==> config.mk <==
export PLATFORM = sky130hd
export DESIGN_NAME = ring_freq_meter
export DESIGN_NICKNAME = d
export VERILOG_FILES = /design/src/rtl/ring_freq_meter.sv
export SDC_FILE = /design/constraint.sdc
export NUM_CORES = 1
export LEC_CHECK = 0
export CAP_MARGIN = 20
export CORE_MARGIN = 2
export CORE_UTILIZATION = 40
export CTS_CLUSTER_DIAMETER = 30
export DETAILED_ROUTE_END_ITERATION = 8
export SETUP_SLACK_MARGIN = 0.15
export SLEW_MARGIN = 30
export SYNTH_ARGS = -nofsm -noshare
export SYNTH_HDL_FRONTEND = slang
export SYNTH_SLANG_ARGS = --single-unit
==> constraint.sdc <==
create_clock -name clk -period 3.9 [get_ports clk]
set_input_delay 1.17 -clock clk [delete_from_list [all_inputs] [get_ports clk]]
set_output_delay 1.17 -clock clk [all_outputs]
set_load 0.01 [all_outputs]
==> src/rtl/ring_freq_meter.sv <==
// Ring-oscillator frequency meter: counts rising edges of the asynchronous
// divided oscillator over a gate of gate_len system-clock cycles and latches
// the count (with a saturation flag) for readout.
module ring_freq_meter #(
  parameter int COUNT_WIDTH = 24,
  parameter int GATE_WIDTH  = 24
) (
  input  logic                   clk,
  input  logic                   rst,
  input  logic                   osc_in,
  input  logic                   start,
  input  logic                   cont,
  input  logic [GATE_WIDTH-1:0]  gate_len,
  output logic                   busy,
  output logic                   done,
  output logic [COUNT_WIDTH-1:0] result,
  output logic                   overflow
);

  typedef enum logic [1:0] {
    IDLE    = 2'd0,
    MEASURE = 2'd1,
    DONE    = 2'd2
  } state_t;

  state_t                 state_q;
  logic                   s1_q, s2_q, s3_q;
  logic                   rise;
  logic [COUNT_WIDTH-1:0] edge_cnt_q, edge_cnt_d;
  logic                   sat_q, sat_d;
  logic [GATE_WIDTH-1:0]  gate_cnt_q;
  logic [GATE_WIDTH-1:0]  gate_load;
  logic                   busy_q, done_q, overflow_q;
  logic [COUNT_WIDTH-1:0] result_q;

  // Three-flop chain: s1/s2 resolve metastability, s3 delays s2 for edge detection.
  always_ff @(posedge clk or posedge rst) begin
    if (rst) begin
      s1_q <= 1'b0;
      s2_q <= 1'b0;
      s3_q <= 1'b0;
    end else begin
      s1_q <= osc_in;
      s2_q <= s1_q;
      s3_q <= s2_q;
    end
  end

  assign rise = s2_q & ~s3_q;

  // A zero-length gate would never terminate the down-counter, so it runs as one cycle.
  assign gate_load = (gate_len == '0) ? GATE_WIDTH'(1) : gate_len;

  // Saturating next count: once all-ones, further edges only set the sticky flag.
  always_comb begin
    edge_cnt_d = edge_cnt_q;
    sat_d      = sat_q;
    if (rise) begin
      if (&edge_cnt_q) begin
        sat_d = 1'b1;
      end else begin
        edge_cnt_d = edge_cnt_q + COUNT_WIDTH'(1);
      end
    end
  end

  // Measurement sequencer; the final count (including the last window cycle's
  // edge) is latched on entry to DONE so result and done appear together.
  always_ff @(posedge clk or posedge rst) begin
    if (rst) begin
      state_q    <= IDLE;
      edge_cnt_q <= '0;
      sat_q      <= 1'b0;
      gate_cnt_q <= '0;
      busy_q     <= 1'b0;
      done_q     <= 1'b0;
      result_q   <= '0;
      overflow_q <= 1'b0;
    end else begin
      case (state_q)
        IDLE: begin
          if (start) begin
            state_q    <= MEASURE;
            busy_q     <= 1'b1;
            edge_cnt_q <= '0;
            sat_q      <= 1'b0;
            gate_cnt_q <= gate_load;
          end
        end
        MEASURE: begin
          edge_cnt_q <= edge_cnt_d;
          sat_q      <= sat_d;
          gate_cnt_q <= gate_cnt_q - GATE_WIDTH'(1);
          if (gate_cnt_q == GATE_WIDTH'(1)) begin
            state_q    <= DONE;
            busy_q     <= 1'b0;
            done_q     <= 1'b1;
            result_q   <= edge_cnt_d;
            overflow_q <= sat_d;
          end
        end
        DONE: begin
          done_q <= 1'b0;
          if (cont) begin
            state_q    <= MEASURE;
            busy_q     <= 1'b1;
            edge_cnt_q <= '0;
            sat_q      <= 1'b0;
            gate_cnt_q <= gate_load;
          end else begin
            state_q <= IDLE;
          end
        end
        default: begin
          state_q <= IDLE;
          busy_q  <= 1'b0;
          done_q  <= 1'b0;
        end
      endcase
    end
  end

  assign busy     = busy_q;
  assign done     = done_q;
  assign result   = result_q;
  assign overflow = overflow_q;

endmodule

==> results of run 1 <==
-- metrics by stage --
step	util, %	cells	cell area, um^2
2_1_floorplan	-	514	4705
3_3_place_gp	46.49	683	5331
3_5_place_dp	46.49	683	5331
4_1_cts	48.93	698	5610
5_1_grt	48.93	698	5610
6_report	48.93	698	5610
-- worst min-delay path by stage --
stage / startpoint / end / slack (ps) / cells past startpoint
3_5_place_dp: s1_q / s2_q / 330 / 0
4_1_cts: s1_q / s2_q / 350 / 0
5_1_grt: s1_q / s2_q / 360 / 0
3_3_place_gp: s1_q / s2_q / 340 / 0
6_report: s1_q / s2_q / 350 / 0
2_1_floorplan: s1_q / s2_q / 330 / 0
-- worst register-to-register path, stage by stage, from the launching register on --
cell and delay, ps:
dfrtp_1 460, inv_1 90, ha_1 180, nor3b_1 630, nand2_1 360, o41ai_1 330
a21boi_0 130, a221o_1 280
-- metal layers --
layer  wire length (um)  GRT usage (%)
met1               5154          25.67
met3                705          5.076
met2               5636          31.73
met4                227          6.992
met5                  0              0
-- cells in the mapped netlist, types with 4 or more instances --
| library cell | instances |
|---|---|
| dfrtp_1 | 81 |
| nand2_1 | 58 |
| a21oi_1 | 36 |
| o21ai_0 | 33 |
| nor2_1 | 28 |
| clkbuf_1 | 25 |
| o21ai_1 | 23 |
| xnor2_1 | 21 |
| inv_1 | 15 |
| nor3_1 | 15 |
| a31oi_1 | 13 |
| nand4_1 | 12 |
| nor4_1 | 11 |
| nand3_1 | 10 |
| or3_1 | 8 |
| o22ai_1 | 7 |
| a211oi_1 | 6 |
| nand2b_1 | 6 |
| o211ai_1 | 6 |
| a221o_1 | 5 |
| buf_6 | 5 |
| a22o_1 | 4 |
| o21ai_2 | 4 |
| o32ai_1 | 4 |
| or4_1 | 4 |
-- sequential cells by signal, indices dropped and copies added (netlist names) --
| register | cells |
|---|---|
| done | 1 |
| overflow | 1 |
| state_q | 2 |
| result | 24 |
| edge_cnt_q | 24 |
| busy | 1 |
| s3_q | 1 |
| sat_q | 1 |
| s2_q | 1 |
| s1_q | 1 |
| gate_cnt_q | 24 |
-- cells by family after synthesis --
family          Yosys count  share of synthesized area (%)
flops                    81                          43.09
buf+inv                  52                          5.159
compound gates          173                          24.84
fa+ha+maj                 3                         0.7980
simple gates            177                          20.72
mux                       5                          1.117
xor+xnor                 23                          4.282
-- power breakdown --
group	total, mW	switching [mW]	internal (mW)
Clock	0.825	0.333	0.492
Combinational	0.362	0.196	0.166
Sequential	1.09	0.148	0.943
Total	2.28	0.676	1.60
-- cell type report --
| class | count | area [um^2] |
|---|---|---|
| clock buffer | 12 | 236.5 |
| tap | 143 | 178.9 |
| clock inverter | 3 | 42.54 |
| multi-input combinational | 381 | 2449 |
| inverter | 16 | 61.31 |
| timing repair buffer | 62 | 615.6 |
| sequential | 81 | 2027 |
| fill | 1106 | 5857 |
==> flow_metrics.py, run 1 <==
metrics = {
    "clock_tree": {
        "clockRootBuffer": "clkbuf_16",
        "post-cts-setup-buffer-count": 0,
        "clk_path_buf_depth": 2,
        "cts_resized": 0,
        "clkSinkCount": 81,
        "cts_buffers": 9,
        "htreeDepth": 3,
        "cts_tree": "yes",
        "ctsHoldBuffers": 0,
        "clk_pin_slew_worst_paths_ps": 60,
        "clk_latency_ps": 350,
    },
    "finish": {
        "nets": 583,
        "layout_common_cells": "dfrtp_1 (81), nand2_1 (58), clkdlybuf4s50_1 (55), a21oi_1 (36), o21ai_0 (33)",
        "final_layout_size_suffix_gt1_share_pct": 8.829,
        "final_common_cell": "dfrtp_1",
        "antennaDiodeCount": 0,
        "area.growth.synth_to_final_pct": 19.26,
    },
    "drt": {
        "wire_per_inst_um": 16.80,
        "via_per_inst": 5.890,
        "dr.pass1.iters": 5,
        "ant_nets": 0,
        "wl_um": 11720,
        "route.detailed.drc": 0,
        "dr_total_vias": 4111,
        "drt_iter0_drc": 236,
    },
    "timing": {
        "rsz0062_at_grt": "no",
        "period_share_pct": 65.64,
        "fin_ws_ps": 1340,
        "holdWs_ps": 351.8,
        "setup_viol": 0,
        "setup_tns_ps": 0,
        "worst_slew_pin_slew_ps": 897.2,
        "fmax_mhz": 390.6,
        "period_needed_ps": 2560,
        "clock_skew_ps": 7.237,
        "slew_violations": 0,
        "hold_viol_final": 0,
        "slew_headroom_pct": 39.99,
    },
    "run": {
        "cap_violations": 0,
    },
    "setup_path": {
        "arrival_ps": 2780,
        "endpoint": "gate_cnt_q[18]",
        "r2r-start": "gate_cnt_q[0]",
        "crit_chain": "inv_1 -> ha_1 -> nor3b_1 -> nand2_1 -> o41ai_1 -> a21boi_0 -> a221o_1",
        "path_depth": 7,
        "start_kind": "flip-flop",
        "worstReg2RegEnd": "gate_cnt_q[18]",
        "path_class": "reg -> reg",
        "cp.buffers_inverters": 1,
        "required_ps": 4120,
        "critPathMaxFanout": 8,
        "max_stage_delay_ps": 630,
        "slowest_stage": "nor3b_1",
        "worst-r2r-setup-slack_ps": 1340,
        "crit_family": "simple AND/OR/NAND/NOR gates",
        "crit_start": "gate_cnt_q[0]",
        "r2r_cells": 7,
        "end_kind": "flip-flop",
    },
    "logic_synthesis": {
        "yosys-top-cells-area": "dfrtp_1 (43%), nand2_1 (4.6%), xnor2_1 (3.9%), a21oi_1 (3.8%), o21ai_0 (3.5%)",
        "syn-cell-area_um2": 4705,
        "postSynth.asyncResetShare_pct": 100.0,
        "ys_types": 68,
        "synthCells": 514,
        "yosys_register_bits": 81,
        "synth_top_area_share_pct": 43.09,
        "syn_avg_cell_area_um2": 9.153,
        "synthFlopType": "dfrtp_1",
        "ys_seq_area_share_pct": 43.09,
        "synth.net_count": 546,
        "yosysTopAreaCell": "dfrtp_1",
        "synth-edff-count": 0,
        "yosysWarnings": 0,
    },
    "floorplan": {
        "start_util_pct": 41.03,
        "row_count": 39,
        "core-area_um2": 11470,
        "ios": 56,
        "die_area_um2": 12650,
        "die_h_um": 112.5,
        "die_w_um": 112.5,
    },
    "run_status": {
        "status": "completed",
    },
    "global_route": {
        "grt_pass1_vias": 4004,
        "grt-ovfl-total": 0,
        "grt_max_degree": 43,
        "grt.total_usage_pct": 19.64,
        "antenna_found_initial": 0,
        "grt_pass1_wl_um": 20110,
    },
    "power": {
        "leakage_nw": 2.183,
        "power_mw": 2.277,
        "ir_drop_mv": 0.2949,
        "power_density_nw_per_um2": 405.9,
    },
    "placement": {
        "place_hpwl_um": 7987,
        "place.gp.congestion": 0.8662,
        "io_buffers": 55,
        "pre_cts_ws_ps": 1024,
    },
    "hold_path": {
        "hold_class": "reg -> reg",
    },
}
No activity file was read; power rests on OpenSTA's default activity.
==> run 2: changes to the inputs <==
==> constraint.sdc (replaced) <==
create_clock -name clk -period 2.4 [get_ports clk]
set_input_delay 0.72 -clock clk [delete_from_list [all_inputs] [get_ports clk]]
set_output_delay 0.72 -clock clk [all_outputs]
set_load 0.01 [all_outputs]
==> flow_metrics.py, run 2 (synthesis gave the netlist of run 1 again) <==
metrics = {
    "hold_path": {
        "hold_class": "reg -> reg",
    },
    "finish": {
        "multi_input_area_um2": 2547,
        "final_common_cell": "dfrtp_1",
        "antennaDiodeCount": 0,
        "final_layout_size_suffix_gt1_share_pct": 15.52,
        "nets": 608,
        "area.growth.synth_to_final_pct": 25.59,
        "final_cell_area_um2": 5908,
        "utilization_pct": 51.52,
        "nFillCells": 1076,
        "seq_area_um2": 2032,
        "layout_common_cells": "dfrtp_1 (77), nand2_1 (58), clkdlybuf4s50_1 (55), a21oi_1 (36), o21ai_0 (33)",
    },
    "timing": {
        "setup_tns_ps": 0,
        "period_share_pct": 93.10,
        "setup_viol": 0,
        "clock_skew_ps": 9.038,
        "period_needed_ps": 2234,
        "hold_viol_final": 0,
        "rsz0062_at_grt": "yes",
        "fmax_mhz": 447.5,
        "slew_headroom_pct": 68.41,
        "worst_slew_pin_slew_ps": 469.5,
        "slew_violations": 0,
    },
    "floorplan": {
        "die_area_um2": 12650,
        "ios": 56,
        "core-area_um2": 11470,
        "die_w_um": 112.5,
        "die_h_um": 112.5,
        "row_count": 39,
        "start_util_pct": 41.03,
    },
    "power": {
        "clkPwrFrac_pct": 35.0,
        "power_density_nw_per_um2": 636.1,
        "ir_drop_mv": 0.4553,
        "p_seq_share_pct": 47.9,
        "power.switching_mw": 1.151,
        "leakage_nw": 2.312,
        "p_int_mw": 2.607,
        "p_comb_share_pct": 17.1,
        "p_sw_share_pct": 30.63,
    },
    "drt": {
        "ant_nets": 0,
        "drt_iter0_drc": 250,
        "wire_per_inst_um": 17.14,
        "wl_um": 12390,
        "via_per_inst": 5.752,
        "dr.pass1.iters": 5,
        "route.detailed.drc": 0,
        "dr_total_vias": 4159,
    },
    "run": {
        "cap_violations": 0,
    },
    "clock_tree": {
        "htreeDepth": 3,
        "clockRootBuffer": "clkbuf_16",
        "clkSinkCount": 81,
        "clk_path_buf_depth": 2,
        "cts_tree": "yes",
        "clk_latency_ps": 340,
        "cts_buffers": 9,
        "clk_pin_slew_worst_paths_ps": 60,
    },
    "setup_path": {
        "end_kind": "flip-flop",
        "required_ps": 2620,
        "arrival_ps": 2460,
        "critPathMaxFanout": 6,
        "start_kind": "flip-flop",
        "path_class": "reg -> reg",
    },
    "global_route": {
        "grt_max_degree": 82,
        "grt_pass1_vias": 4070,
        "grt_util_met1_pct": 24.75,
        "grt-ovfl-total": 0,
        "grt_util_met2_pct": 32.41,
        "grt_pass1_wl_um": 19770,
        "gr-usage-met3_pct": 3.726,
        "top_usage_layer": "met2",
        "grt.total_usage_pct": 19.29,
        "antenna_found_initial": 0,
    },
    "placement": {
        "place.gp.congestion": 0.8573,
        "place_hpwl_um": 8180,
        "io_buffers": 55,
        "placed_area_um2": 5504,
    },
    "run_status": {
        "status": "completed",
    },
}
-- run 2: final timing paths --
kind	to	from	cells past startpoint	slack, ps
hold / removal	s2_q	s1_q	0	360
max in group asynchronous	edge_cnt_q[6]	rst	3	1190
setup / recovery	overflow	gate_cnt_q[17]	5	170
hold reg to reg	s2_q	s1_q	0	360
min in group asynchronous	gate_cnt_q[17]	rst	3	850
setup reg to reg	overflow	gate_cnt_q[17]	5	170
-- run 2: critical path, stage by stage, from the launching register on --
cell and delay, ps:
dfrtp_1 410, or3_4 400, or4_4 480, or4_4 650
nand2_1 100, o21ai_1 70
-- run 2: what timing repair did --
action / CTS / global route
setup endpoints to repair: 17 / 40
buffers inserted: 0 / 2
hold buffers: 0 / 0
resized for setup: 1 / 20
gates cloned: 0 / 2
pin swaps: 1 / 3
-- run 2: final cells by class --
class	count	share of cell area [%]
Clock buffer	12	4.341
Clock inverter	3	0.4235
Inverter	16	1.080
Multi-Input combinational cell	383	43.12
Sequential cell	81	34.39
Tap cell	143	3.028
Timing Repair Buffer	85	13.62
-- run 2: power by group through the flow --
stage / Sequential, mW / Clock, mW / Combinational [mW]
after detailed placement: 1.80 / 0 / 0.626
after global routing: 1.83 / 1.42 / 0.720
final: 1.80 / 1.32 / 0.641
after global placement: 1.79 / 0 / 0.611
after CTS: 1.78 / 1.36 / 0.627
after floorplan: 1.73 / 0 / 0.462
-- run 2: through the flow --
stage	total power, mW	hold slack, ps	setup slack (ps)	cells
2_1_floorplan	2.190	331.2	255.4	514
3_3_place_gp	2.397	337.4	96.87	704
3_5_place_dp	2.423	347.7	52.00	704
4_1_cts	3.759	362.3	167.1	719
5_1_grt	3.970	366.1	95.20	723
6_report	3.758	359.9	165.5	723
-- run 2: per-layer routing --
metal,share of wire (%),routed length (um)
met1,45,5598
met2,47,5816
met3,5.1,635
met4,2.7,339
met5,0,0
